<file path="config.mk">
export PLATFORM = sky130hd
export DESIGN_NAME = key_debouncer
export DESIGN_NICKNAME = d
export VERILOG_FILES = /design/src/rtl/key_debouncer.sv
export SDC_FILE = /design/constraint.sdc
export NUM_CORES = 1
export LEC_CHECK = 0
export ABC_AREA = 1
export BUFFER_PORTS_ARGS = -buffer_cell sky130_fd_sc_hd__clkbuf_2
export CELL_PAD_IN_SITES_DETAIL_PLACEMENT = 0
export CELL_PAD_IN_SITES_GLOBAL_PLACEMENT = 2
export CORE_ASPECT_RATIO = 0.7
export CORE_UTILIZATION = 25
export DETAILED_ROUTE_END_ITERATION = 8
export HOLD_SLACK_MARGIN = 0.15
export PLACE_DENSITY_LB_ADDON = 0.1
export SYNTH_ARGS = -nofsm -noshare
export SYNTH_HDL_FRONTEND = slang
export SYNTH_SLANG_ARGS = --single-unit
export TNS_END_PERCENT = 5
</file>
<file path="constraint.sdc">
create_clock -name Clock_i -period 3.3 [get_ports Clock_i]
set_input_delay 0.495 -clock Clock_i [delete_from_list [all_inputs] [get_ports Clock_i]]
set_output_delay 0.495 -clock Clock_i [all_outputs]
set_load 0.05 [all_outputs]
</file>
<file path="src/rtl/key_debouncer.sv">
`default_nettype none
// ============================================================================
//  Module      : key_debouncer
//  Description : Conditions raw active-low push-button pins. Each key is
//                synchronised into the Clock domain through two flops, then
//                inverted to active-high and filtered for contact bounce.
//                The output stage gives a clean level, a one-cycle press
//                pulse and a one-cycle release pulse for every key.
//  Ports       : Clock_i          system clock
//                Reset_i          synchronous, active-high reset
//                Key_n_i          raw asynchronous key pins (0 = pressed)
//                Pressed_o        debounced level (1 = held)
//                Press_pulse_o    one-cycle pulse when Pressed rises
//                Release_pulse_o  one-cycle pulse when Pressed falls
//  Revision    : 1.0 - initial release
// ============================================================================
module key_debouncer #(
   parameter int NUM_KEYS        = 3,
   parameter int DEBOUNCE_CYCLES = 1000000,
   parameter int CNT_W           = 20
) (
   input  logic                Clock_i,
   input  logic                Reset_i,
   input  logic [NUM_KEYS-1:0] Key_n_i,
   output logic [NUM_KEYS-1:0] Pressed_o,
   output logic [NUM_KEYS-1:0] Press_pulse_o,
   output logic [NUM_KEYS-1:0] Release_pulse_o
);

   // Count value at which a differing sample has been stable long enough.
   localparam logic [CNT_W-1:0] C_CNT_LAST = CNT_W'(DEBOUNCE_CYCLES - 1);

   // Two-flop synchroniser. Both stages reset to the released pin level so
   // that the internal sample reads "not pressed" straight out of reset.
   logic [NUM_KEYS-1:0] sync1_q;
   logic [NUM_KEYS-1:0] sync2_q;
   logic [NUM_KEYS-1:0] sample_w;

   always_ff @(posedge Clock_i) begin
      if (Reset_i) begin
         sync1_q <= '1;
         sync2_q <= '1;
      end else begin
         sync1_q <= Key_n_i;
         sync2_q <= sync1_q;
      end
   end

   // Active-high view of the synchronised pin.
   assign sample_w = ~sync2_q;

   generate
      for (genvar k = 0; k < NUM_KEYS; k++) begin : g_key
         logic [CNT_W-1:0] cnt_q;
         logic [CNT_W-1:0] cnt_d;
         logic             stable_q;
         logic             stable_d;
         logic             press_q;
         logic             press_d;
         logic             release_q;
         logic             release_d;

         // Any sample equal to the accepted level clears the count, so a
         // bounce restarts the qualification from zero. The counter stops
         // at C_CNT_LAST, where the new level is accepted and the count is
         // cleared, so it can never wrap.
         always_comb begin
            cnt_d     = '0;
            stable_d  = stable_q;
            press_d   = 1'b0;
            release_d = 1'b0;
            if (sample_w[k] != stable_q) begin
               if (cnt_q == C_CNT_LAST) begin
                  stable_d  = sample_w[k];
                  press_d   = sample_w[k];
                  release_d = ~sample_w[k];
               end else begin
                  cnt_d = cnt_q + CNT_W'(1);
               end
            end
         end

         always_ff @(posedge Clock_i) begin
            if (Reset_i) begin
               cnt_q     <= '0;
               stable_q  <= 1'b0;
               press_q   <= 1'b0;
               release_q <= 1'b0;
            end else begin
               cnt_q     <= cnt_d;
               stable_q  <= stable_d;
               press_q   <= press_d;
               release_q <= release_d;
            end
         end

         assign Pressed_o[k]       = stable_q;
         assign Press_pulse_o[k]   = press_q;
         assign Release_pulse_o[k] = release_q;
      end
   endgenerate

endmodule
`default_nettype wire

</file>
Yosys cells after proc, flatten, opt, wreduce, memory -nomap -nowiden
Cells that the tools add are included.
Widths: inputs -> output; s select.

word-level totals
  bits in registers = 75
  output and inout bits = 9

operators by class
  add/sub/neg operators = 3
  equal/unequal tests = 6
  bitwise logic cells = 10
  reductions and logical operators = 9

operators by type and width
  operator               count
  $add 20x1->20 const B  3
  $eq 20x20->1 const B   3
  $reduce_or 3->1        6
  $not 1->1              9
  $reduce_and 2->1       3
  $ne 1x1->1             3
  $not 3->3              1

Logic depth before layout (Yosys ltp)
  word-level depth = 4
  mapped depth = 9
  mapped depth without buffers = 9

Least setup slack after synthesis
No wires, ideal clock.

  path kind = reg-to-reg
  start = reg g_key[2].cnt_q[0]
  end = reg g_key[2].cnt_q[7]
  setup time = 0.115 ns
  arrival time = 1.250 ns
  data required time = 3.185 ns
  slack = 1.936 ns
  stages on the path, launching flop included = 8
  buffers on the path = 1
  cell sequence = dfxtp_1 -> ha_1 -> nand3_2 -> inv_1 -> nand3_2 -> nand2_4 -> buf_6 -> nor2_1

between the ends
  word-level cells in the longest chain between the ends = 2
  elaborated cells between the ends (all ways) = 3

RTL lines
  what                                                   RTL line  RTL
  start, declared                                        54        logic [CNT_W-1:0] cnt_q;
  start signal, assigned                                 90        cnt_q <= cnt_d;
  branches (longest 2 deep; another with $add 20x1->20)  -

Parallel ways; which one is timed is not known.
A chain may end at the register's enable or synchronous reset.

Worst setup path after layout
  start = reg g_key[1].cnt_q[0]
  end = reg g_key[1].cnt_q[17]

between the ends
  word-level cells in the longest chain between the ends = 2
  elaborated cells between the ends (all ways) = 3

RTL lines
  what                                                   RTL line
  start, declared                                        54
  start signal, assigned                                 90
  branches (longest 2 deep; another with $add 20x1->20)  -

Parallel ways; which one is timed is not known.

==> results_dict.tcl <==
set metrics [dict create \
    clkTransAtPathRegs_ns 0.06 \
    startpoint "g_key[1].cnt_q[0]" \
    gp_congestion 0.749 \
    crit_path_top_delay_cell "o21ai_1" \
    antenna_left 0 \
    wl_per_cell_um 11.9 \
    cp_cell_sequence "ha_1 > nand2_1 > nor2_1 > nand3_1 > o21ai_1 > buf_4 > nor2_1" \
    drv_cap 0 \
    clk_path_buf_depth 2 \
    rrSetupSlack_ns 1.38 \
    vdd_drop_max_uv 228 \
    cp-end-kind "flop" \
    tritoncts "yes" \
    antenna_found_initial 0 \
    num_rows 36 \
    multiInputGateArea_um2 1840 \
    met2_usage 0.158 \
    finalClockSkew_ns 0.00788 \
    firstDrtPassIters 4 \
    regToRegStartpoint "g_key[1].cnt_q[0]" \
    final_net_count 549 \
    outcome "finished clean" \
    synth_area_um2 3670 \
    syn_inst 530 \
    yosysSeqAreaShare 0.410 \
    max_stage_delay_ns 0.47 \
    vias 3039 \
    synth_top_area_share 0.410 \
    start_kind "flop" \
    wl_mm 8.78 \
    cts_root_buffer "clkbuf_16" \
    path_max_fanout 14 \
    use_met3 0.0333 \
    postCtsSetupBuffers 0 \
    min_path_cells 2 \
    cts.repair.resized 0 \
    diodes 0 \
    hpwl_mm 6.68 \
    hold_path.class "input port to flop" \
    hold_end "sync1_q[2]" \
    area_growth_pct 15.0 \
    synth.distinct_cells 30 \
    tns_ns 0 \
    drive_gt1_frac 0.0952 \
    yosysTopAreaCell "dfxtp_1" \
    io_pins 14 \
    worstSetupPathType "flop to flop" \
    worst_pin_slew_ns 0.562 \
    drt_iter0_markers 140 \
    met1_usage 0.195 \
    dpl_worst_slack_ns 1.37 \
    synthTopCellsByArea "dfxtp_1 41%, nand2_1 13%, nor2_1 12%" \
    yosysWarnings 0 \
    viasPerCell 4.13 \
    fin_hold_ws_ns 0.349 \
    fin_crit_ns 1.92 \
    grtUsageTotal 0.126 \
    grt_max_degree 20 \
    async_reset_ff_frac 0 \
    synth_edf_count 0 \
    fp.dieH_um 103 \
    nFillCells 1547 \
    fmax_mhz 521 \
    powerDensity_nw_per_um2 496 \
    rsz0062_at_grt "no" \
    crit_required_ns 3.53 \
    setup_violations 0 \
    p_leak_nw 1.40 \
    timing.final.ws_setup_ns 1.38 \
    rr_worst_depth 7 \
    syn-num-nets 538 \
    synthFlopType "dfxtp_1" \
    overflow 0 \
    cpMostUsedCell "nor2_1" \
    avgSynthCellArea_um2 6.92 \
    hp-start "Key_n_i[2]" \
    cts.htree.levels 3 \
    worstReg2RegEnd "g_key[1].cnt_q[17]" \
    die_w_um 147 \
    hold_buffers 0 \
    port_buffers 13 \
    core_area_um2 14100 \
    ys_ff_latch 75 \
    max_slew_margin 0.624 \
    seqCellArea_um2 1500 \
    hold_viol_final 0 \
    grt_pass1_vias 2801 \
    fin_crit_sh 0.582 \
    insertion_delay_ns 0.34 \
    crit_arrival_ns 2.15 \
    grt_pass1_wl_mm 14.6 \
    cts.sinks 75 \
    drv_slew 0 \
    floorplan.initialDensity 0.260 \
    numCtsBuffers 9 \
    die_area_um2 15200 \
    busiest_layer "met1" \
    drc 0 \
]
-- cell type report --
cell class / instances / share of cell area
repair buffers: 14 / 0.0172
clock inverters: 7 / 0.0294
inverters: 58 / 0.0516
multi-input cells: 383 / 0.436
well taps: 190 / 0.0564
flip-flops and latches: 75 / 0.356
clock buffers: 9 / 0.0534
-- critical path, delay by kind of cell (launching register included) --
kind	cells	cell delay, ns
and+or+nand+nor	4	0.48
DFF	1	0.35
AOI/OAI and AO/OA	1	0.47
buffers and inverters	1	0.31
adders and majority gates	1	0.21
-- synthesized netlist by cell type (2+ instances only) --
master      n
xnor2_1     7
a21oi_1    25
or2_0       2
nor2_4      2
nor3_1      5
nand2_1   129
nor2_1    119
nand3b_1    5
dfxtp_1    75
buf_4      11
ha_1        3
inv_1      58
nand3_1    24
or2_2       9
o21bai_1    3
xor2_1     18
buf_6       2
nand3_2     6
nand4_1     7
o21ai_0    10
-- stage by stage --
| stage | power [mW] | util | cells | cell area, um^2 |
|---|---|---|---|---|
| finish | 2.09 | 0.299 | 736 | 4220 |
| global route | 2.18 | 0.299 | 736 | 4220 |
| CTS | 2.14 | 0.299 | 736 | 4220 |
| detailed placement | 0.953 | 0.274 | 720 | 3870 |
| global placement | 0.954 | 0.274 | 720 | 3870 |
| floorplan | 0.947 | - | 530 | 3670 |
-- cells by family (layout without fill, tap and decap cells) --
logic type,count (synthesis),after routing,share of synthesized area
AOI/OAI and AO/OA,40,40,0.0597
xor gates and xnor gates,25,25,0.0597
adders and majority gates,3,3,0.0102
buffers and inverters,72,88,0.0891
DFF,75,75,0.410
and+or+nand+nor,315,315,0.372
-- report_power, final --
part           internal (mW)  switching (mW)  total (mW)  leakage, nW
logic                0.00686          0.0128      0.0197        0.628
clock network          0.746           0.413        1.16        0.167
registers              0.910         0.00295       0.913        0.605
-- layer usage --
layer / vias up / share of wire
li1: 1656 / -
met1: 1346 / 0.61
met2: 27 / 0.34
met3: 10 / 0.035
met4: 0 / 0.013
met5: - / 0
-- worst max-delay path by stage --
stage / to / slack [ns] / depth (start not counted)
CTS: g_key[1].cnt_q[17] / 1.35 / 7
finish: g_key[1].cnt_q[17] / 1.38 / 7
global placement: g_key[1].cnt_q[17] / 1.41 / 7
global route: g_key[1].cnt_q[5] / 1.19 / 7
floorplan: g_key[2].cnt_q[7] / 1.94 / 7
detailed placement: g_key[1].cnt_q[17] / 1.37 / 7
-- state kept, by name, indices dropped and copies added (netlist names) --
| register | flops |
|---|---|
| g_key.stable_q | 3 |
| g_key.press_q | 3 |
| g_key.cnt_q | 60 |
| sync1_q | 3 |
| sync2_q | 3 |
| g_key.release_q | 3 |
-- cell usage in the layout (no fill, tap or decap), types with 3 or more instances in the layout --
cell / Yosys / layout
inv_1: 58 / 58
xor2_1: 18 / 18
a21oi_1: 25 / 25
nand3b_1: 5 / 5
clkbuf_16: 0 / 9
nand2_1: 129 / 129
nand3_1: 24 / 24
bufinv_16: 0 / 3
or2_2: 9 / 9
o21bai_1: 3 / 3
xnor2_1: 7 / 7
nor2_1: 119 / 119
clkbuf_2: 0 / 13
nand4_1: 7 / 7
nor3_1: 5 / 5
nand3_2: 6 / 6
ha_1: 3 / 3
o21ai_0: 10 / 10
dfxtp_1: 75 / 75
Power figures use the tool's default switching activity.
